[src/rtl/tlb_pkg.sv]
// Shared constants for the CP0 TLB operation sequencer: op codes, FSM states,
// packed TLB entry layout and CP0 EntryHi/EntryLo field positions.
package tlb_pkg;

  // CP0 TLB instruction codes as presented on op_code
  localparam logic [1:0] OP_TLBP  = 2'd0;
  localparam logic [1:0] OP_TLBR  = 2'd1;
  localparam logic [1:0] OP_TLBWI = 2'd2;
  localparam logic [1:0] OP_TLBWR = 2'd3;

  typedef enum logic [1:0] {
    ST_IDLE = 2'd0,
    ST_EXEC = 2'd1,
    ST_RESP = 2'd2
  } state_e;

  // Packed entry {vpn2, asid, g, pfn0, c0, d0, v0, pfn1, c1, d1, v1}
  localparam int TLB_ENTRY_W = 78;
  localparam int VPN2_W      = 19;
  localparam int ASID_W      = 8;
  localparam int PFN_W       = 20;
  localparam int C_W         = 3;

  localparam int E_V1   = 0;
  localparam int E_D1   = 1;
  localparam int E_C1   = 2;
  localparam int E_PFN1 = 5;
  localparam int E_V0   = 25;
  localparam int E_D0   = 26;
  localparam int E_C0   = 27;
  localparam int E_PFN0 = 30;
  localparam int E_G    = 50;
  localparam int E_ASID = 51;
  localparam int E_VPN2 = 59;

  // CP0 EntryHi / EntryLo field positions
  localparam int EH_VPN2_LSB = 13;
  localparam int EH_ASID_LSB = 0;
  localparam int EL_PFN_LSB  = 6;
  localparam int EL_C_LSB    = 3;
  localparam int EL_D        = 2;
  localparam int EL_V        = 1;
  localparam int EL_G        = 0;

  // Rebuild a CP0 EntryLo word from TLB entry fields
  function automatic logic [31:0] make_entrylo(input logic [PFN_W-1:0] pfn,
                                               input logic [C_W-1:0]   c,
                                               input logic             d,
                                               input logic             v,
                                               input logic             g);
    return {6'b0, pfn, c, d, v, g};
  endfunction

endpackage

[src/rtl/tlb_random_ctr.sv]
// CP0 Random register: free-running down-counter bounded below by Wired,
// restarting at TLBNUM-1. Only built when TLB_CTRL_RANDOM_EN is defined.
module tlb_random_ctr
  import tlb_pkg::*;
#(
  parameter  int TLBNUM = 16,
  localparam int IW     = $clog2(TLBNUM)
) (
  input  logic          clk,
  input  logic          reset,
  input  logic [IW-1:0] wired,
  output logic [IW-1:0] random
);

  localparam logic [IW-1:0] TOP = IW'(TLBNUM - 1);

  logic [IW-1:0] random_q, random_d;
  logic [IW-1:0] wired_q;

  // Next Random: restart on Wired change, on full Wired, or at the lower bound
  always_comb begin
    random_d = random_q - IW'(1);
    if ((wired != wired_q) || (wired == TOP) || (random_q <= wired)) begin
      random_d = TOP;
    end
  end

  // Counter and previous-Wired registers
  always_ff @(posedge clk or posedge reset) begin
    if (reset) begin
      random_q <= TOP;
      wired_q  <= '0;
    end else begin
      random_q <= random_d;
      wired_q  <= wired;
    end
  end

  assign random = random_q;

endmodule

[src/rtl/tlb_op_ctrl.sv]
// Sequencer for TLBP/TLBR/TLBWI/TLBWR in front of the dual-search-port TLB.
// Owns search port 1, the read port and the write port; one op per 3 cycles.
// Optional macro TLB_CTRL_RANDOM_EN builds the Random counter used by TLBWR;
// without it Random reads TLBNUM-1 and TLBWR writes at index_in.
module tlb_op_ctrl
  import tlb_pkg::*;
#(
  parameter  int TLBNUM = 16,
  localparam int IW     = $clog2(TLBNUM)
) (
  input  logic                   clk,
  input  logic                   reset,
  input  logic                   op_valid,
  output logic                   op_ready,
  input  logic [1:0]             op_code,
  input  logic [31:0]            entryhi,
  input  logic [31:0]            entrylo0,
  input  logic [31:0]            entrylo1,
  input  logic [IW-1:0]          index_in,
  input  logic [IW-1:0]          wired,
  output logic [IW-1:0]          random,
  output logic                   done,
  output logic [1:0]             res_op,
  output logic                   res_probe_miss,
  output logic [IW-1:0]          res_index,
  output logic [31:0]            res_entryhi,
  output logic [31:0]            res_entrylo0,
  output logic [31:0]            res_entrylo1,
  output logic [VPN2_W-1:0]      s1_vpn2,
  output logic                   s1_odd_page,
  output logic [ASID_W-1:0]      s1_asid,
  input  logic                   s1_found,
  input  logic [IW-1:0]          s1_index,
  output logic                   we,
  output logic [IW-1:0]          w_index,
  output logic [TLB_ENTRY_W-1:0] w_entry,
  output logic [IW-1:0]          r_index,
  input  logic [TLB_ENTRY_W-1:0] r_entry
);

  state_e                   state_q;
  logic [1:0]               op_q;
  logic                     done_q;
  logic [1:0]               res_op_q;
  logic                     res_probe_miss_q;
  logic [IW-1:0]            res_index_q;
  logic [31:0]              res_entryhi_q, res_entrylo0_q, res_entrylo1_q;
  logic [VPN2_W-1:0]        s1_vpn2_q;
  logic [ASID_W-1:0]        s1_asid_q;
  logic [IW-1:0]            r_index_q;
  logic                     we_q;
  logic [IW-1:0]            w_index_q;
  logic [TLB_ENTRY_W-1:0]   w_entry_q;
  logic [IW-1:0]            wr_index;
  logic [TLB_ENTRY_W-1:0]   new_entry;

`ifdef TLB_CTRL_RANDOM_EN
  tlb_random_ctr #(.TLBNUM(TLBNUM)) u_random (
    .clk    (clk),
    .reset  (reset),
    .wired  (wired),
    .random (random)
  );
  assign wr_index = random;
`else
  assign random   = IW'(TLBNUM - 1);
  assign wr_index = index_in;
  logic unused_wired;
  assign unused_wired = ^wired;
`endif

  // EntryHi[12:8] and EntryLo[31:26] carry no TLB state
  logic unused_fields;
  assign unused_fields = ^{entryhi[12:8], entrylo0[31:26], entrylo1[31:26]};

  // Entry image written by TLBWI/TLBWR; G is the AND of both EntryLo G bits
  assign new_entry = {entryhi[EH_VPN2_LSB +: VPN2_W], entryhi[EH_ASID_LSB +: ASID_W],
                      entrylo0[EL_G] & entrylo1[EL_G],
                      entrylo0[EL_PFN_LSB +: PFN_W], entrylo0[EL_C_LSB +: C_W],
                      entrylo0[EL_D], entrylo0[EL_V],
                      entrylo1[EL_PFN_LSB +: PFN_W], entrylo1[EL_C_LSB +: C_W],
                      entrylo1[EL_D], entrylo1[EL_V]};

  // Operation FSM: TLB-side outputs live only during EXEC, results load at RESP
  always_ff @(posedge clk or posedge reset) begin
    if (reset) begin
      state_q          <= ST_IDLE;
      op_q             <= OP_TLBP;
      done_q           <= 1'b0;
      res_op_q         <= '0;
      res_probe_miss_q <= 1'b0;
      res_index_q      <= '0;
      res_entryhi_q    <= '0;
      res_entrylo0_q   <= '0;
      res_entrylo1_q   <= '0;
      s1_vpn2_q        <= '0;
      s1_asid_q        <= '0;
      r_index_q        <= '0;
      we_q             <= 1'b0;
      w_index_q        <= '0;
      w_entry_q        <= '0;
    end else begin
      case (state_q)
        ST_IDLE: begin
          if (op_valid) begin
            state_q <= ST_EXEC;
            op_q    <= op_code;
            case (op_code)
              OP_TLBP: begin
                s1_vpn2_q <= entryhi[EH_VPN2_LSB +: VPN2_W];
                s1_asid_q <= entryhi[EH_ASID_LSB +: ASID_W];
              end
              OP_TLBR: r_index_q <= index_in;
              default: begin
                we_q      <= 1'b1;
                w_index_q <= (op_code == OP_TLBWR) ? wr_index : index_in;
                w_entry_q <= new_entry;
              end
            endcase
          end
        end
        ST_EXEC: begin
          state_q   <= ST_RESP;
          s1_vpn2_q <= '0;
          s1_asid_q <= '0;
          r_index_q <= '0;
          we_q      <= 1'b0;
          w_index_q <= '0;
          w_entry_q <= '0;
          done_q    <= 1'b1;
          res_op_q  <= op_q;
          case (op_q)
            OP_TLBP: begin
              res_probe_miss_q <= ~s1_found;
              res_index_q      <= s1_found ? s1_index : '0;
            end
            OP_TLBR: begin
              res_entryhi_q  <= {r_entry[E_VPN2 +: VPN2_W], 5'b0, r_entry[E_ASID +: ASID_W]};
              res_entrylo0_q <= make_entrylo(r_entry[E_PFN0 +: PFN_W], r_entry[E_C0 +: C_W],
                                             r_entry[E_D0], r_entry[E_V0], r_entry[E_G]);
              res_entrylo1_q <= make_entrylo(r_entry[E_PFN1 +: PFN_W], r_entry[E_C1 +: C_W],
                                             r_entry[E_D1], r_entry[E_V1], r_entry[E_G]);
            end
            default: ;
          endcase
        end
        ST_RESP: begin
          state_q <= ST_IDLE;
          done_q  <= 1'b0;
        end
        default: state_q <= ST_IDLE;
      endcase
    end
  end

  assign op_ready       = (state_q == ST_IDLE);
  assign done           = done_q;
  assign res_op         = res_op_q;
  assign res_probe_miss = res_probe_miss_q;
  assign res_index      = res_index_q;
  assign res_entryhi    = res_entryhi_q;
  assign res_entrylo0   = res_entrylo0_q;
  assign res_entrylo1   = res_entrylo1_q;
  assign s1_vpn2        = s1_vpn2_q;
  assign s1_odd_page    = 1'b0;
  assign s1_asid        = s1_asid_q;
  assign r_index        = r_index_q;
  assign we             = we_q;
  assign w_index        = w_index_q;
  assign w_entry        = w_entry_q;

endmodule
[config.mk]
export PLATFORM = sky130hd
export DESIGN_NAME = tlb_op_ctrl
export DESIGN_NICKNAME = d
export VERILOG_FILES = /design/src/rtl/tlb_pkg.sv /design/src/rtl/tlb_random_ctr.sv /design/src/rtl/tlb_op_ctrl.sv
export SDC_FILE = /design/constraint.sdc
export NUM_CORES = 1
export LEC_CHECK = 0
export ABC_AREA = 1
export BUFFER_PORTS_ARGS = -buffer_cell sky130_fd_sc_hd__buf_2
export CAP_MARGIN = 0
export CORE_MARGIN = 5
export CORE_UTILIZATION = 25
export CTS_BUF_LIST = sky130_fd_sc_hd__clkbuf_4 sky130_fd_sc_hd__clkbuf_8 sky130_fd_sc_hd__clkbuf_16
export CTS_CLUSTER_SIZE = 24
export DETAILED_ROUTE_END_ITERATION = 16
export PLACE_DENSITY = 0.53
export SYNTH_ARGS = -nofsm -noshare
export SYNTH_HDL_FRONTEND = slang
export SYNTH_SLANG_ARGS = --single-unit
[constraint.sdc]
create_clock -name clk -period 12.3 [get_ports clk]
set_input_delay 3.075 -clock clk [delete_from_list [all_inputs] [get_ports clk]]
set_output_delay 3.075 -clock clk [all_outputs]
set_load 0.02 [all_outputs]
Word level (Yosys, flattened, before mapping)
Index checks and enable logic that the tools add are counted.
{"block": "totals", "register_bits": 205, "inputBits": 192, "out_inout_bits": 224, "word_cells": 59}
{"block": "classes", "n_eq_ne": 8, "mux": 22, "bitwise": 2, "n_reduce_logical": 12}
{"op": "$mux 78", "count": 2}
{"op": "$pmux 78 s2", "count": 1}
{"op": "$mux 19", "count": 2}
{"op": "$pmux 19 s2", "count": 1}
{"op": "$mux 4", "count": 5}
{"op": "$mux 8", "count": 2}
{"op": "$pmux 4 s2", "count": 2}
{"op": "$pmux 8 s2", "count": 1}
{"op": "$reduce_and 3->1", "count": 3}
{"op": "$eq 2x1->1 const B", "count": 3}
{"op": "$logic_not 2->1", "count": 3}
{"op": "$reduce_and 2->1", "count": 3}
{"op": "$ne 2x1->1 const B", "count": 2}
{"op": "$ne 2x2->1 const B", "count": 2}
{"op": "$pmux 1 s2", "count": 2}
{"op": "$pmux 2 s2", "count": 1}
{"op": "$reduce_bool 2->1", "count": 2}
{"op": "$eq 2x2->1 const B", "count": 1}
{"op": "$mux 1", "count": 2}
{"op": "$mux 2", "count": 1}
{"op": "$reduce_or 2->1", "count": 1}
{"op": "$and 1x1->1", "count": 1}
{"op": "$not 1->1", "count": 1}

Longest topological paths before layout
{"block": "depth", "word_depth": 5, "depth_mapped": 9, "mapped_depth_nobuf": 8}

Least setup slack after synthesis
No wires, ideal clock.
{"block": "synth_timing", "path_type": "flip-flop to output port", "start": "reg state_q[0]", "end": "out op_ready", "arrival_time_ps": 804, "required_ps": 9225, "path_slack_ps": 8421, "stages_incl_launch_ff": 3, "path_buffers": 0, "path_cell_list": "dfrtp_1 inv_1 ha_1"}
{"block": "synth_via", "elab_chain_len": 1}
{"item": "start, declared", "line_no": "tlb_op_ctrl.sv:41", "source": "state_e state_q;"}
{"item": "start signal, assigned", "line_no": "tlb_op_ctrl.sv:87", "source": "state_q <= ST_IDLE;"}
{"item": "start signal, assigned", "line_no": "tlb_op_ctrl.sv:106", "source": "state_q <= ST_EXEC;"}
{"item": "start signal, assigned", "line_no": "tlb_op_ctrl.sv:123", "source": "state_q <= ST_RESP;"}
{"item": "$logic_not 2->1", "line_no": "tlb_op_ctrl.sv:156", "source": "assign op_ready = (state_q == ST_IDLE);"}
{"item": "end, declared", "line_no": "tlb_op_ctrl.sv:14", "source": "output logic op_ready,"}
Every way passes these cells.

Worst setup path in the final report
Ends and elaborated chain as after synthesis.

==> metrics <==
outcome=finished clean; number of nets with antenna violations after detailed routing=0; CTS H-tree depth=1; number of cells on the worst reg-to-reg path=7; top-level I/O count=416; time the worst path needs with I/O delays and setup=4.60 ns; register area share after synthesis=56.5%; cell types with the highest counts after synthesis=sky130_fd_sc_hd__nand2_1 (321), sky130_fd_sc_hd__dfrtp_1 (204), sky130_fd_sc_hd__inv_1 (168), sky130_fd_sc_hd__nand3_1 (116), sky130_fd_sc_hd__nor2_1 (84); Final Setup Violations=0; placer's final routability congestion estimate=0.796; path type of the worst setup path=reg -> out; Inst Count DP=1,861; clock tree from TritonCTS=done; Worst setup SP type=flop; cell type contributing the most total cell area after synthesis=sky130_fd_sc_hd__dfrtp_1; initial antenna violation count=4; slew at the pin with the worst max-slew slack=1.06 ns; maximum root-to-sink buffer count=3; filler cell count=3,883; num rows=69; DP HPWL=20,300 um; port bufs=372; hold path endpoint=res_entrylo0[23]; initial standard-cell utilization of the core=25.3%; Via Count=7,893; unrepaired setup endpoints after global routing=false; delay of the slowest cell on the worst path=0.42 ns; Avg Inst Size Synth=8.34 um^2; met1 routed wirelength after detailed routing=11,900 um; Reg area=0.00510 mm^2; min-delay worst type=reg -> reg; worst clock skew=0.00769 ns; number of buffers created by CTS=25; hold-critical path depth=2; placed inst area=0.0110 mm^2; Synth Cell Area=0.00903 mm^2; first-pass GRT wire length=43,400 um; series of cell instances along the critical path=inv_1 > ha_1 > buf_2; arrival time at the worst endpoint=1.53 ns; Detailed Route WL=29,100 um; routed length on met2=13,100 um; worst IR drop on VDD=0.205 mV; final max-slew violation count=0; die outline height=200 um; via count of the first global-routing pass=7,806; average via count per standard cell=4.14; Area Growth Syn to Fin=32.2%; static leakage=7.22 nW; hold path startpoint=res_entrylo0[23]; r2r setup slk=9.05 ns; Synth warnings=0; nets=1,624; most used flip-flop cell after synthesis=sky130_fd_sc_hd__dfrtp_1; Worst-Skew Late Latency=0.53 ns; violation count after the first detailed-routing iteration=242; required arrival time at the worst endpoint=9.22 ns; total overflow reported by the global router=0; cell with the most instances after synthesis=sky130_fd_sc_hd__nand2_1; worst rel slew slack=29.3%; first-pass iteration count of the detailed router=4; post-synthesis sequential element count=204; share of layout cells above drive strength 1=30.0%; final-layout worst hold slack=0.479 ns; number of maximum-capacitance constraint violations=0; EDFF count, synth=0; average wire per standard cell=15.3 um; post-synthesis async set-or-reset flop share=100%; die boundary width=200 um; Max Fclk=0.217 GHz; Die ar.=0.0400 mm^2; top post-synthesis cells by area=sky130_fd_sc_hd__dfrtp_1 (57%), sky130_fd_sc_hd__nand2_1 (13%), sky130_fd_sc_hd__inv_1 (7.0%); number of hold-slack violations in the final timing report=0; crit-path max FO=4; total routing usage reported by global routing=13.6%; Syn Inst Count=1,083; launch instance of the worst register-to-register path=state_q[1]; power density over cell area=285 mW/mm^2; CTS Hold Buffers Added=0; pin count of the biggest net entering global routing=113; clock-pin slew on the worst setup and hold paths=0.06 ns; highest-delay cell along the critical path=sky130_fd_sc_hd__dfrtp_1; number of design rule violations left after detail routing=0; post-CTS resize count=0; sum of negative setup slack=0 ns; top layer in use=met5; Post-CTS Setup Inserts=0; Core Footprint=0.0357 mm^2; library cells used by synthesis=22; category of the worst setup path capture point=output port; top cell type's share of synthesized area=56.5%; worst r2r dst=res_entrylo0[12]; multi-input gate area in the final layout=0.00280 mm^2; clock sinks=204; non-filler instance count after layout=1,905; met3 WL post-DR=3400 um; clk root buf=sky130_fd_sc_hd__clkbuf_16; part of the cycle the worst path needs=37.4%; post-route cell area=0.0119 mm^2
## registers in the layout, indices dropped and copies added, names as in the netlist
| name | flops |
|---|---|
| state_q | 2 |
| we | 1 |
| w_entry | 78 |
| s1_asid | 8 |
| op_q | 2 |
| w_index | 4 |
| res_op | 2 |
| res_entrylo1 | 26 |
| res_index | 4 |
| done | 1 |
| res_entryhi | 27 |
| s1_vpn2 | 19 |
| res_probe_miss | 1 |
| res_entrylo0 | 25 |
| r_index | 4 |
## stage by stage
step | setup slack (ns) | util, % | total power, mW
3_5_place_dp | 7.27 | 31.0 | 2.66
6_report | 7.70 | 33.5 | 3.41
5_1_grt | 7.58 | 33.5 | 3.66
4_1_cts | 7.64 | 33.5 | 3.47
3_3_place_gp | 7.27 | 31.0 | 2.64
2_1_floorplan | 3.66 | - | 2.14
## area by class of cell
class                           instances  share of cell area (%)
Antenna cell                            2                  0.0419
Timing Repair Buffer                  379                    16.0
Clock inverter                         11                    1.59
Sequential cell                       204                    42.8
Clock buffer                           31                    5.83
Tap cell                              461                    4.83
Multi-Input combinational cell        647                    23.5
Inverter                              170                    5.45
## how the worst max path moves through the flow
stage / startpoint / end / cells past startpoint
global route: state_q[0] / op_ready / 3
floorplan: reset / done / 1
CTS: state_q[1] / op_ready / 3
detailed placement: op_valid / w_entry[53] / 7
global placement: op_valid / w_entry[53] / 7
finish: state_q[0] / op_ready / 3
## layout by cell type (no fill, tap or decap)
master	n
sky130_fd_sc_hd__a21oi_1	1
sky130_fd_sc_hd__buf_2	372
sky130_fd_sc_hd__buf_4	7
sky130_fd_sc_hd__bufinv_16	5
sky130_fd_sc_hd__clkbuf_16	25
sky130_fd_sc_hd__clkbuf_4	2
sky130_fd_sc_hd__clkbuf_8	4
sky130_fd_sc_hd__clkinv_2	3
sky130_fd_sc_hd__clkinv_4	1
sky130_fd_sc_hd__clkinvlp_4	1
sky130_fd_sc_hd__conb_1	22
sky130_fd_sc_hd__dfrtp_1	204
sky130_fd_sc_hd__diode_2	2
sky130_fd_sc_hd__ha_1	4
sky130_fd_sc_hd__ha_4	1
sky130_fd_sc_hd__inv_1	167
sky130_fd_sc_hd__inv_4	2
sky130_fd_sc_hd__inv_6	1
sky130_fd_sc_hd__inv_8	1
sky130_fd_sc_hd__nand2_1	321
sky130_fd_sc_hd__nand2_2	1
sky130_fd_sc_hd__nand2_4	4
sky130_fd_sc_hd__nand3_1	115
sky130_fd_sc_hd__nand3_2	1
sky130_fd_sc_hd__nand3_4	1
sky130_fd_sc_hd__nand4_1	1
sky130_fd_sc_hd__nor2_1	84
sky130_fd_sc_hd__nor3_1	1
sky130_fd_sc_hd__o21ai_0	19
sky130_fd_sc_hd__o21ai_1	70
sky130_fd_sc_hd__or2_2	1
## where the power goes
part | switching (mW) | total [mW] | leakage [nW] | internal, mW
clock | 0.284 | 0.787 | 0.437 | 0.503
sequential | 0.160 | 1.14 | 2.58 | 0.979
combinational | 1.03 | 1.48 | 4.20 | 0.451
## per-layer routing
metal | vias up | GRT usage (%)
met5 | - | 0
met4 | 2 | 3.87
met3 | 41 | 5.61
met2 | 321 | 22.0
met1 | 3606 | 16.7
li1 | 3923 | -
## critical path, delay by kind of cell (launching register included)
family	cells	cell delay [ns]
DFF	1	0.42
buffers and inverters	2	0.34
adders and majority gates	1	0.25
## cells by family (layout without fill, tap and decap cells)
kind of cell | after synthesis | in the layout | share of synthesized area (%)
other | 2 | 24 | 0.0831
DFF | 204 | 204 | 56.5
buffers and inverters | 252 | 591 | 13.6
adders and majority gates | 5 | 5 | 0.693
AOI/OAI and AO/OA | 90 | 90 | 4.99
and+or+nand+nor | 530 | 530 | 24.1
Power figures use the tool's default switching activity.
